==> src/rtl/serial_adder_pkg.sv <==
// Shared types and sizing helpers for the digit-serial adder.
// The optional overflow output is enabled by SERIAL_ADDER_OVF_EN.
package adder_pkg;

  typedef enum logic [1:0] {
    StIdle,
    StRun,
    StDone
  } state_e;

  function automatic int unsigned digit_count(input int unsigned width, input int unsigned digit_w);
    return width / digit_w;
  endfunction

  // At least one counter bit so N == 1 still has a legal register.
  function automatic int unsigned cnt_width(input int unsigned n);
    return (n <= 1) ? 1 : $clog2(n);
  endfunction

endpackage

==> src/rtl/serial_adder_if.sv <==
// Operand/result handshake bundle for serial_adder.
// The ovf signal exists only when SERIAL_ADDER_OVF_EN is defined.
interface serial_adder_if #(
  parameter int unsigned WIDTH = 8
);
  logic             in_valid;
  logic             in_ready;
  logic [WIDTH-1:0] a;
  logic [WIDTH-1:0] b;
  logic             cin;
  logic             out_valid;
  logic             out_ready;
  logic [WIDTH-1:0] sum;
  logic             cout;
`ifdef SERIAL_ADDER_OVF_EN
  logic             ovf;

  modport master (
    output in_valid, a, b, cin, out_ready,
    input  in_ready, out_valid, sum, cout, ovf
  );
  modport slave (
    input  in_valid, a, b, cin, out_ready,
    output in_ready, out_valid, sum, cout, ovf
  );
`else
  modport master (
    output in_valid, a, b, cin, out_ready,
    input  in_ready, out_valid, sum, cout
  );
  modport slave (
    input  in_valid, a, b, cin, out_ready,
    output in_ready, out_valid, sum, cout
  );
`endif
endinterface

==> src/rtl/serial_adder_digit_adder.sv <==
// Combinational DIGIT_W-bit adder slice used once per cycle by serial_adder.
// With SERIAL_ADDER_OVF_EN it also exposes the carry into its top bit.
module digit_adder #(
  parameter int unsigned DIGIT_W = 1
) (
  input  logic [DIGIT_W-1:0] a,
  input  logic [DIGIT_W-1:0] b,
  input  logic               cin,
  output logic [DIGIT_W-1:0] s,
`ifdef SERIAL_ADDER_OVF_EN
  output logic               cmsb,
`endif
  output logic               cout
);

  logic [DIGIT_W:0] total;

  assign total = {1'b0, a} + {1'b0, b} + {{DIGIT_W{1'b0}}, cin};
  assign s     = total[DIGIT_W-1:0];
  assign cout  = total[DIGIT_W];

`ifdef SERIAL_ADDER_OVF_EN
  // Carry into the top bit recovered from the top sum bit and its operand bits.
  assign cmsb = s[DIGIT_W-1] ^ a[DIGIT_W-1] ^ b[DIGIT_W-1];
`endif

endmodule

==> src/rtl/serial_adder.sv <==
// Multi-cycle adder: WIDTH-bit a+b+cin computed DIGIT_W bits per clock with one carry flop.
// Defining SERIAL_ADDER_OVF_EN adds the two's-complement overflow output.
module serial_adder
  import adder_pkg::*;
#(
  parameter int unsigned WIDTH   = 8,
  parameter int unsigned DIGIT_W = 1
) (
  input  logic           clk,
  input  logic           rst_n,
  serial_adder_if.slave  bus
);

  localparam int unsigned N     = digit_count(WIDTH, DIGIT_W);
  localparam int unsigned CNT_W = cnt_width(N);

  if (WIDTH < 1 || DIGIT_W < 1 || (WIDTH % DIGIT_W) != 0) begin : g_bad_cfg
    $error("serial_adder: WIDTH must be >= 1 and a multiple of DIGIT_W");
  end

  state_e             state_q, state_d;
  logic [CNT_W-1:0]   cnt_q, cnt_d;
  logic [WIDTH-1:0]   a_q, a_d;
  logic [WIDTH-1:0]   b_q, b_d;
  logic [WIDTH-1:0]   sum_q, sum_d;
  logic               carry_q, carry_d;
  logic               cout_q, cout_d;

  logic [DIGIT_W-1:0] dig_a, dig_b, dig_s;
  logic               dig_c;
  logic               last_digit;

`ifdef SERIAL_ADDER_OVF_EN
  logic               ovf_q, ovf_d;
  logic               dig_cmsb;
`endif

  digit_adder #(
    .DIGIT_W (DIGIT_W)
  ) u_digit (
    .a    (dig_a),
    .b    (dig_b),
    .cin  (carry_q),
    .s    (dig_s),
`ifdef SERIAL_ADDER_OVF_EN
    .cmsb (dig_cmsb),
`endif
    .cout (dig_c)
  );

  assign last_digit = (cnt_q == CNT_W'(N - 1));

  // Select the operand digit addressed by the counter.
  always_comb begin
    dig_a = '0;
    dig_b = '0;
    for (int unsigned i = 0; i < N; i++) begin
      if (cnt_q == CNT_W'(i)) begin
        dig_a = a_q[i*DIGIT_W +: DIGIT_W];
        dig_b = b_q[i*DIGIT_W +: DIGIT_W];
      end
    end
  end

  always_comb begin
    state_d = state_q;
    cnt_d   = cnt_q;
    a_d     = a_q;
    b_d     = b_q;
    sum_d   = sum_q;
    carry_d = carry_q;
    cout_d  = cout_q;
`ifdef SERIAL_ADDER_OVF_EN
    ovf_d   = ovf_q;
`endif
    case (state_q)
      StIdle: begin
        if (bus.in_valid) begin
          a_d     = bus.a;
          b_d     = bus.b;
          carry_d = bus.cin;
          sum_d   = '0;
          cnt_d   = '0;
          state_d = StRun;
        end
      end
      StRun: begin
        for (int unsigned i = 0; i < N; i++) begin
          if (cnt_q == CNT_W'(i)) sum_d[i*DIGIT_W +: DIGIT_W] = dig_s;
        end
        carry_d = dig_c;
        if (last_digit) begin
          cout_d  = dig_c;
`ifdef SERIAL_ADDER_OVF_EN
          ovf_d   = dig_cmsb ^ dig_c;
`endif
          cnt_d   = '0;
          state_d = StDone;
        end else begin
          cnt_d = cnt_q + CNT_W'(1);
        end
      end
      StDone: begin
        if (bus.out_ready) state_d = StIdle;
      end
      default: state_d = StIdle;
    endcase
  end

  always_ff @(posedge clk or negedge rst_n) begin
    if (!rst_n) begin
      state_q <= StIdle;
      cnt_q   <= '0;
      a_q     <= '0;
      b_q     <= '0;
      sum_q   <= '0;
      carry_q <= 1'b0;
      cout_q  <= 1'b0;
    end else begin
      state_q <= state_d;
      cnt_q   <= cnt_d;
      a_q     <= a_d;
      b_q     <= b_d;
      sum_q   <= sum_d;
      carry_q <= carry_d;
      cout_q  <= cout_d;
    end
  end

`ifdef SERIAL_ADDER_OVF_EN
  always_ff @(posedge clk or negedge rst_n) begin
    if (!rst_n) ovf_q <= 1'b0;
    else        ovf_q <= ovf_d;
  end

  assign bus.ovf = ovf_q;
`endif

  assign bus.in_ready  = (state_q == StIdle);
  assign bus.out_valid = (state_q == StDone);
  assign bus.sum       = sum_q;
  assign bus.cout      = cout_q;

endmodule

==> src/flat_wrapper.sv <==
// flat-port wrapper written by rule: the top's interface ports become plain ports
module serial_adder_flat import adder_pkg::*;
#(
  parameter int unsigned WIDTH   = 8,
  parameter int unsigned DIGIT_W = 1
)
  (clk, rst_n, bus_in_valid, bus_a, bus_b, bus_cin, bus_out_ready, bus_in_ready, bus_out_valid, bus_sum, bus_cout);
  serial_adder_if #(.WIDTH(WIDTH)) bus_i ();
  input  logic clk;
  input  logic rst_n;
  input wire logic [$bits(bus_i.in_valid)-1:0] bus_in_valid;
  input wire logic [$bits(bus_i.a)-1:0] bus_a;
  input wire logic [$bits(bus_i.b)-1:0] bus_b;
  input wire logic [$bits(bus_i.cin)-1:0] bus_cin;
  input wire logic [$bits(bus_i.out_ready)-1:0] bus_out_ready;
  output wire logic [$bits(bus_i.in_ready)-1:0] bus_in_ready;
  output wire logic [$bits(bus_i.out_valid)-1:0] bus_out_valid;
  output wire logic [$bits(bus_i.sum)-1:0] bus_sum;
  output wire logic [$bits(bus_i.cout)-1:0] bus_cout;
  assign bus_i.in_valid = bus_in_valid;
  assign bus_i.a = bus_a;
  assign bus_i.b = bus_b;
  assign bus_i.cin = bus_cin;
  assign bus_i.out_ready = bus_out_ready;
  assign bus_in_ready = bus_i.in_ready;
  assign bus_out_valid = bus_i.out_valid;
  assign bus_sum = bus_i.sum;
  assign bus_cout = bus_i.cout;
  serial_adder #(.WIDTH(WIDTH), .DIGIT_W(DIGIT_W)) u_core (.clk(clk), .rst_n(rst_n), .bus(bus_i));
endmodule
==> config.mk <==
export PLATFORM = sky130hd
export DESIGN_NAME = serial_adder_flat
export DESIGN_NICKNAME = d
export VERILOG_FILES = /design/src/rtl/serial_adder_pkg.sv /design/src/rtl/serial_adder_if.sv /design/src/rtl/serial_adder_digit_adder.sv /design/src/rtl/serial_adder.sv /design/src/flat_wrapper.sv
export SDC_FILE = /design/constraint.sdc
export NUM_CORES = 1
export LEC_CHECK = 0
export CELL_PAD_IN_SITES_DETAIL_PLACEMENT = 1
export CELL_PAD_IN_SITES_GLOBAL_PLACEMENT = 2
export CORE_MARGIN = 8
export CORE_UTILIZATION = 31
export DETAILED_ROUTE_END_ITERATION = 10
export GPL_TIMING_DRIVEN = 0
export PLACE_DENSITY = 0.77
export SYNTH_ARGS = -nofsm -noshare
export SYNTH_HDL_FRONTEND = slang
export SYNTH_SLANG_ARGS = --single-unit
==> constraint.sdc <==
create_clock -name clk -period 3.4 [get_ports clk]
set_clock_uncertainty 0.15 [all_clocks]
set_input_delay 0.34 -clock clk [delete_from_list [all_inputs] [get_ports clk]]
set_output_delay 0.34 -clock clk [all_outputs]
set_load 0.02 [all_outputs]
After elaboration in Yosys (flattened, before gate mapping)
Index checks and enable logic that the tools add are counted.
- register bits after elaboration: 31
- output and inout port bits: 11
- logic and storage cells: 86
- add/sub/neg operators: 3
- equality and inequality tests: 19
- muxes and demuxes: 35
- reduce and logical (&&, ||, !) cells: 15
- operators by type and width (operator ; number):
    AND reduction 3 bit ; 9
    2-to-1 mux 1 bit ; 25
    inequality test 2 x 1 -> 1 bit, second input constant ; 8
    case mux 8 bit (2 select lines) ; 1
    == test 3 bit, second input constant ; 4
    2-to-1 mux 8 bit ; 1
    == test 3 x 2 -> 1 bit, second input constant ; 2
    2-to-1 mux 2 bit ; 3
    2-to-1 mux 3 bit ; 2
    case mux 2 bit (3 select lines) ; 1
    case mux 3 bit (2 select lines) ; 1
    AND reduction 2 bit ; 3
    inequality test 2 bit, second input constant ; 2
    adder 3 x 1 -> 3 bit, second input constant ; 1
    == test 3 x 1 -> 1 bit, second input constant ; 1
    logical NOT 3 bit ; 1
    adder 1 x 1 -> 2 bit ; 1
    adder 2 x 1 -> 2 bit ; 1
    == test 2 x 1 -> 1 bit, second input constant ; 1
    == test 2 bit, second input constant ; 1
    logical NOT 2 bit ; 1
    case mux 1 bit (2 select lines) ; 1
    nonzero test 2 bit ; 1

Depth between registers and ports, before layout
Gate-level depths: netlist (run 1).
- depth in word-level cells: 13
- depth in mapped cells: 11
- gate-level depth less buffers: 10

Hierarchy
From an unflattened synthesis (run 1), not the netlist that was laid out.
- cell total of the unflattened synthesis: 180
- area total of the unflattened synthesis: 1621.6 um^2
- by module, submodules not included (module ; instances ; cells an instance ; area each (um^2)):
    serial_adder ; 1 ; 179 ; 1601.5
    digit_adder ; 1 ; 1 ; 20.0

Worst setup path after synthesis (run 1)
OpenSTA, ideal clock, no wires.
- path type: register -> register
- start: register u_core.cnt_q[0]
- end: register u_core.sum_q[7] (netlist: u_core.bus.sum[7])
- library setup time: 0.066 ns
- data arrival time: 2.376 ns
- required time: 3.184 ns
- path slack: 0.808 ns
- cell stages (with the launch flop): 11
- buffers on the path: 0
- path through: dfrtp_1 > inv_1 > ha_1 > nor2b_1 > a221oi_2 > o41ai_1 > a221oi_1 > fa_1 > nor2_1 > o21ai_0 > nand2_1
- longest elaborated chain between the ends: 13
- ends and longest elaborated chain (item ; line ; RTL):
    start: declaration ; serial_adder.sv:22 ; logic [CNT_W-1:0] cnt_q, cnt_d;
    start signal: assignment ; serial_adder.sv:121 ; cnt_q <= cnt_d;
    logical NOT 3 bit ; serial_adder.sv:58 ; if (cnt_q == CNT_W'(i)) begin
    2-to-1 mux 1 bit (8 in series) ; serial_adder.sv:58 ;
    adder 1 x 1 -> 2 bit ; serial_adder_digit_adder.sv:18 ; assign total = {1'b0, a} + {1'b0, b} + {{DIGIT_W{1'b0}}, cin};
    adder 2 x 1 -> 2 bit ; serial_adder_digit_adder.sv:18 ;
    2-to-1 mux 1 bit ; serial_adder.sv:89 ; if (cnt_q == CNT_W'(i)) sum_d[i*DIGIT_W +: DIGIT_W] = dig_s;
    case mux 8 bit (2 select lines) ; serial_adder.sv:76 ; case (state_q)
    end signal: assignment ; serial_adder.sv:124 ; sum_q <= sum_d;
    end: declaration ; serial_adder.sv:25 ; logic [WIDTH-1:0] sum_q, sum_d;
Several ways; a longest one is shown, not always the timed one. The select of a mux whose other input is x is not followed.
A chain may end at the register's enable or synchronous reset.

Final worst setup path (run 1)
Ends and elaborated chain as after synthesis.

==> impl_metrics.py, run 1 <==
metrics = {
    "clock_tree": {
        "postCtsSetupRepairBufs": 0,
        "cts_resized": 0,
        "cts_tree": "built",
        "numCtsBuffers": 5,
        "cts-hold-fix-buffers": 0,
        "cts_root_buffer": "clkbuf_8",
        "insertion_delay_ns": 0.28,
        "htree_levels": 2,
        "cts.sinks": 31,
        "clk_pin_slew_ns": 0.07,
        "cts_max_path_buffers": 2,
    },
    "yosys": {
        "synth_commonest_cells": "55 x nand2_1, 31 x dfrtp_1, 7 x inv_1",
        "synth_warnings": 0,
        "syn_nets": 199,
        "ys_ff_latch": 31,
        "synth_area_leaders": "dfrtp_1 48%, nand2_1 13%, ha_1 4.7%",
        "syn_avg_cell_area_um2": 9.39,
        "yosysMostFrequentCell": "nand2_1",
        "synth_area_um2": 1610,
        "async_flop_share_pct": 100,
        "ys_seq_area_share_pct": 48.3,
        "synth-edff-count": 0,
        "synthFlopType": "dfrtp_1",
        "synthDistinctLibCells": 32,
        "netlist.area_leader.share_pct": 48.3,
        "synthCells": 171,
        "yosysTopAreaCell": "dfrtp_1",
    },
    "critical_path": {
        "crit_slowest_cell": "fa_1",
        "reg2reg_slack_ns": 0.47,
        "critPathLaunchType": "flop",
        "critPathArrivalTime_ns": 3.00,
        "rr_worst_depth": 10,
        "cp-end-kind": "flop",
        "worstPathCellList": "inv_1 -> ha_1 -> nor2b_1 -> a221oi_2 -> o41ai_1 -> a221oi_1 -> fa_1 -> nor2_1 -> o21ai_0 -> nand2_1",
        "slowest_delay_ns": 0.56,
        "cp_max_fo": 7,
        "cp.required_ns": 3.47,
        "r2r_start": "u_core.cnt_q[0]",
        "crit-reg2reg-capture": "u_core.bus.sum[7]",
        "critPathLaunch": "u_core.cnt_q[0]",
        "critical_path_class": "flop to flop",
    },
    "status": {
        "violations": "negative hold slack",
        "status": "finished with violations",
    },
    "cells_and_area": {
        "design_area_um2": 2090,
        "n_fill_cell": 587,
        "areaGrowthSynthToFinish_pct": 29.9,
        "drive_gt1_share_pct": 11.5,
        "nNetsFinal": 237,
        "diodes": 0,
    },
    "floorplanning": {
        "rows": 26,
        "die_w_um": 88.0,
        "die_height_um": 88.0,
        "io_pins": 32,
        "core_um2": 5040,
        "start_util_pct": 31.9,
        "dieArea_um2": 7740,
    },
    "routing": {
        "dr.pass1.iters": 4,
        "vias_per_cell": 4.75,
        "initialDrtViolationCount": 41,
        "drc": 0,
        "routed_wl_um": 4260,
        "ant_nets": 0,
        "num_vias": 1326,
        "routedWlPerCell_um": 15.3,
    },
    "sta": {
        "tightest_slew_ns": 0.722,
        "slew_headroom_pct": 51.8,
        "clock.fmax_ghz": 0.342,
        "final-setup-viol-count": 0,
        "hold_ws_ns": -0.0372,
        "hold_violations": 31,
        "min_period_over_period_pct": 86.1,
        "rsz0062_at_grt": "no",
        "fin_tns_setup_ns": 0,
        "period_needed_ns": 2.93,
        "report.final.slew_viol_count": 0,
    },
    "power_and_ir_drop": {
        "combPwrFrac_pct": 52.0,
        "seq_power_share_pct": 33.1,
        "pwr-share-clk_pct": 14.9,
        "switching_share_pct": 41.6,
        "p_leak_nw": 0.990,
        "irDropWorstVdd_v": 0.000370,
        "p_int_mw": 1.15,
        "power-per-cell-area_nw_per_um2": 943,
        "p_sw_uw": 818,
    },
    "place": {
        "gp_congestion": 0.776,
        "hpwl_um": 3250,
        "place_area_um2": 2000,
        "portBuffers": 31,
    },
    "global_route": {
        "grt_busiest_layer": "met2",
        "grt_pass1_vias": 1432,
        "grt.overflow.total": 0,
        "use_met2_pct": 20.3,
        "grt_start_max_net_pins": 32,
        "grt_pass1_wl_um": 7070,
        "grt_use_total_pct": 12.0,
        "use_met1_pct": 14.2,
        "grtUsageMet3_pct": 3.66,
        "antenna_found_initial": 0,
    },
    "run": {
        "maxCapViolCount": 0,
    },
    "hold_path": {
        "hold_class": "input pin to async pin",
    },
}
layout make-up:
class	count	area (um^2)	area share, %
sequential	31	776	37.2
multi-input combinational	124	731	35.0
timing repair buffer	31	305	14.6
tap	70	87.6	4.20
clock buffer	6	82.6	3.96
buffer	9	73.8	3.54
inverter	7	26.3	1.26
clock inverter	1	5.00	0.240
state kept, by name (all words and copies together), names as in the netlist:
register and cells:
u_core.a_q 8, u_core.b_q 8, u_core.bus.cout 1, u_core.bus.sum 8
u_core.carry_q 1, u_core.cnt_q 3, u_core.state_q 2
power groups by stage:
| stage | Combinational (mW) | Sequential (mW) | Clock, mW |
|---|---|---|---|
| 2_1_floorplan | 0.671 | 0.673 | 0 |
| 3_3_place_gp | 1.00 | 0.649 | 0 |
| 3_5_place_dp | 1.04 | 0.660 | 0 |
| 4_1_cts | 1.04 | 0.654 | 0.307 |
| 5_1_grt | 1.14 | 0.673 | 0.323 |
| 6_report | 1.02 | 0.651 | 0.294 |
cell usage in the layout (no fill, tap or decap):
master,synthesis,routed
nand3_2,4,4
buf_6,4,4
ha_1,6,6
o41ai_1,2,2
nor2_2,1,1
o2bb2ai_1,2,2
o21bai_1,1,1
a32o_1,3,3
o21ai_1,6,6
and2b_1,1,1
a2bb2oi_1,1,1
nand3_1,6,6
nand2b_4,1,1
a22o_1,1,1
clkbuf_8,0,6
nor2b_1,4,4
nor2_1,6,6
buf_4,2,2
inv_1,7,7
nand3b_1,1,1
a221oi_1,2,2
fa_1,1,1
nand2_1,55,55
o31ai_1,1,1
a21o_1,5,5
a221oi_2,2,2
buf_2,2,3
clkdlybuf4s50_1,0,30
or2_1,1,1
o21ai_0,6,6
nand2b_1,2,2
clkbuf_1,1,1
clkinv_2,0,1
a21oi_1,3,3
dfrtp_1,31,31
how the worst max path moves through the flow:
stage               slack [ns]  depth (start not counted)           endpoint
global route              0.17                         10  u_core.bus.sum[7]
floorplan                 0.81                         10  u_core.bus.sum[7]
global placement          0.43                         10  u_core.bus.sum[7]
CTS                       0.42                         10  u_core.bus.sum[7]
finish                    0.47                         10  u_core.bus.sum[7]
detailed placement        0.43                         10  u_core.bus.sum[7]
worst max-delay path, delay by kind of cell (launching register included):
family | cells | cell delay [ns]
adder cells (fa/ha/maj) | 2 | 0.88
AO/OA/AOI/OAI | 4 | 0.80
AND/OR/NAND/NOR | 3 | 0.53
flip-flops | 1 | 0.42
buffers and inverters | 1 | 0.09
per-stage QoR:
stage	worst slack [ns]	utilization [%]	instances	total power, mW	hold slack (ns)
after floorplan	0.808	-	171	1.34	-0.106
after global placement	0.430	39.8	272	1.65	0.308
after detailed placement	0.435	39.8	272	1.70	0.328
after CTS	0.420	41.5	279	2.00	0.345
after global routing	0.170	41.4	279	2.13	0.0178
final	0.472	41.4	279	1.97	-0.0372
per-layer routing:
| metal | vias up | share of wire [%] |
|---|---|---|
| li1 | 650 | - |
| met1 | 645 | 45 |
| met2 | 25 | 49 |
| met3 | 6 | 4.9 |
| met4 | 0 | 1.2 |
| met5 | - | 0 |
cells by family (layout without fill, tap and decap cells):
group                      Yosys count  count (layout)  synth area share [%]
buffers and inverters               16              54                  6.23
DFF                                 31              31                  48.3
adders and majority gates            7               7                  5.92
and+or+nand+nor                     82              82                  23.5
AOI/OAI and AO/OA                   35              35                  16.0
Note: power is estimated with default switching activity, not from simulation.
==> run 2, diff against run 1 <==
Settings changed: CORE_UTILIZATION 31 to 32, CTS_BUF_LIST set to sky130_fd_sc_hd__clkbuf_4, PLACE_DENSITY 0.77 to 0.79.
==> impl_metrics.py, run 2 (synthesized netlist as in run 1, its figures left out) <==
metrics = {
    "place": {
        "gp_congestion": 0.813,
        "place_inst": 269,
        "hpwl_um": 3290,
        "portBuffers": 31,
        "place_area_um2": 2000,
    },
    "cells_and_area": {
        "nNetsFinal": 238,
        "n_fill_cell": 573,
        "design_area_um2": 2060,
        "diodes": 0,
        "layout_common_cells": "55 x nand2_1, 31 x dfrtp_1, 30 x clkdlybuf4s50_1, 7 x inv_1, 7 x clkbuf_4",
        "multi_input_area_um2": 731,
        "final_common_cell": "nand2_1",
        "regArea_um2": 776,
        "fin_cells": 278,
        "drive_gt1_share_pct": 11.8,
        "areaGrowthSynthToFinish_pct": 28.4,
    },
    "clock_tree": {
        "cts_max_path_buffers": 2,
        "postCtsSetupRepairBufs": 0,
        "clk_pin_slew_ns": 0.10,
        "cts.sinks": 31,
        "cts_tree": "built",
        "cts_root_buffer": "clkbuf_4",
        "htree_levels": 2,
        "numCtsBuffers": 5,
        "insertion_delay_ns": 0.33,
    },
    "critical_path": {
        "cp.buffers_inverters": 1,
        "critPathArrivalTime_ns": 3.06,
        "critPathLaunchType": "flop",
        "cp_max_fo": 7,
        "reg2reg_slack_ns": 0.46,
        "worstPathCellList": "inv_1 -> ha_1 -> nor2b_1 -> a221oi_2 -> o41ai_1 -> a221oi_1 -> fa_1 -> nor2_1 -> o21ai_0 -> nand2_1",
        "cp_top_family": "adder cells",
        "cp-end-kind": "flop",
        "slowest_delay_ns": 0.58,
        "critical_path_class": "flop to flop",
        "crit_slowest_cell": "fa_1",
        "cp.required_ns": 3.51,
    },
    "floorplanning": {
        "start_util_pct": 33.6,
        "io_pins": 32,
        "dieArea_um2": 7540,
        "rows": 25,
        "die_w_um": 86.9,
        "die_height_um": 86.9,
        "core_um2": 4790,
    },
    "sta": {
        "tightest_slew_ns": 0.710,
        "clock.fmax_ghz": 0.340,
        "slew_headroom_pct": 52.7,
        "rsz0062_at_grt": "no",
        "final-setup-viol-count": 0,
        "min_period_over_period_pct": 86.6,
        "fin_tns_setup_ns": 0,
        "hold_violations": 0,
        "report.final.slew_viol_count": 0,
        "period_needed_ns": 2.94,
    },
    "global_route": {
        "grt_start_max_net_pins": 32,
        "grt_use_total_pct": 12.1,
        "antenna_found_initial": 0,
        "grt_pass1_wl_um": 7070,
        "grt.overflow.total": 0,
        "grt_pass1_vias": 1422,
    },
    "routing": {
        "routedWlPerCell_um": 15.4,
        "drc": 0,
        "vias_per_cell": 4.78,
        "initialDrtViolationCount": 36,
        "ant_nets": 0,
        "dr.pass1.iters": 4,
        "routed_wl_um": 4270,
        "num_vias": 1329,
    },
    "run": {
        "maxCapViolCount": 0,
    },
    "power_and_ir_drop": {
        "power-per-cell-area_nw_per_um2": 920,
        "irDropWorstVdd_v": 0.000389,
        "p_leak_nw": 0.983,
    },
    "hold_path": {
        "hold_class": "flop to flop",
    },
    "status": {
        "status": "finished, final reports clean",
    },
}
## run 2: timing repair
action,4_1_cts,5_1_grt
gates resized for setup,0,0
endpoints found under the hold margin,31,0
hold buffers,1,0
## run 2: per-layer routing
layer,vias to the layer above,share of wire [%],GRT usage (%)
met4,0,1.6,5.16
met3,8,4.4,3.77
met5,-,0,0
met2,23,48,19.4
met1,646,46,14.6
li1,652,-,-
## run 2: layout make-up
cell class / count / share of cell area (%)
clock buffers: 7 / 2.55
multi-input cells: 124 / 35.4
inverters: 7 / 1.27
repair buffers: 32 / 15.3
well taps: 67 / 4.06
flip-flops and latches: 31 / 37.6
clock inverters: 1 / 0.243
plain buffers: 9 / 3.58
## run 2: power breakdown
part,internal (mW),leakage [nW],total [mW],switching (mW)
logic,0.456,0.557,1.02,0.568
registers,0.535,0.390,0.650,0.116
clock network,0.0965,0.0361,0.224,0.128
total,1.09,0.983,1.90,0.811
## run 2: path summary, 6_finish.rpt
path,startpoint,to,cells after the start
max,u_core.cnt_q[0],u_core.bus.sum[7],10
min,u_core.b_q[0],u_core.b_q[0],2
max reg2reg,u_core.cnt_q[0],u_core.bus.sum[7],10
min reg2reg,u_core.b_q[0],u_core.b_q[0],2
max in group asynchronous,rst_n,u_core.bus.sum[7],2
min in group asynchronous,rst_n,u_core.a_q[5],2
## run 2: worst reg2reg max path, stage by stage (launching register included)
cell and delay (ns):
dfrtp_1 0.43, inv_1 0.11, ha_1 0.35, nor2b_1 0.20, a221oi_2 0.07, o41ai_1 0.35
a221oi_1 0.15, fa_1 0.58, nor2_1 0.25, o21ai_0 0.13, nand2_1 0.09
## run 2: through the flow
step           hold slack (ns)  power, mW  worst slack (ns)  util, %
2_1_floorplan           -0.106       1.34             0.808        -
3_3_place_gp             0.311       1.65             0.488     41.8
3_5_place_dp             0.285       1.70             0.442     41.7
4_1_cts                  0.342       1.94             0.402     43.1
5_1_grt                  0.364       2.06             0.183     43.1
6_report                 0.334       1.90             0.456     43.1
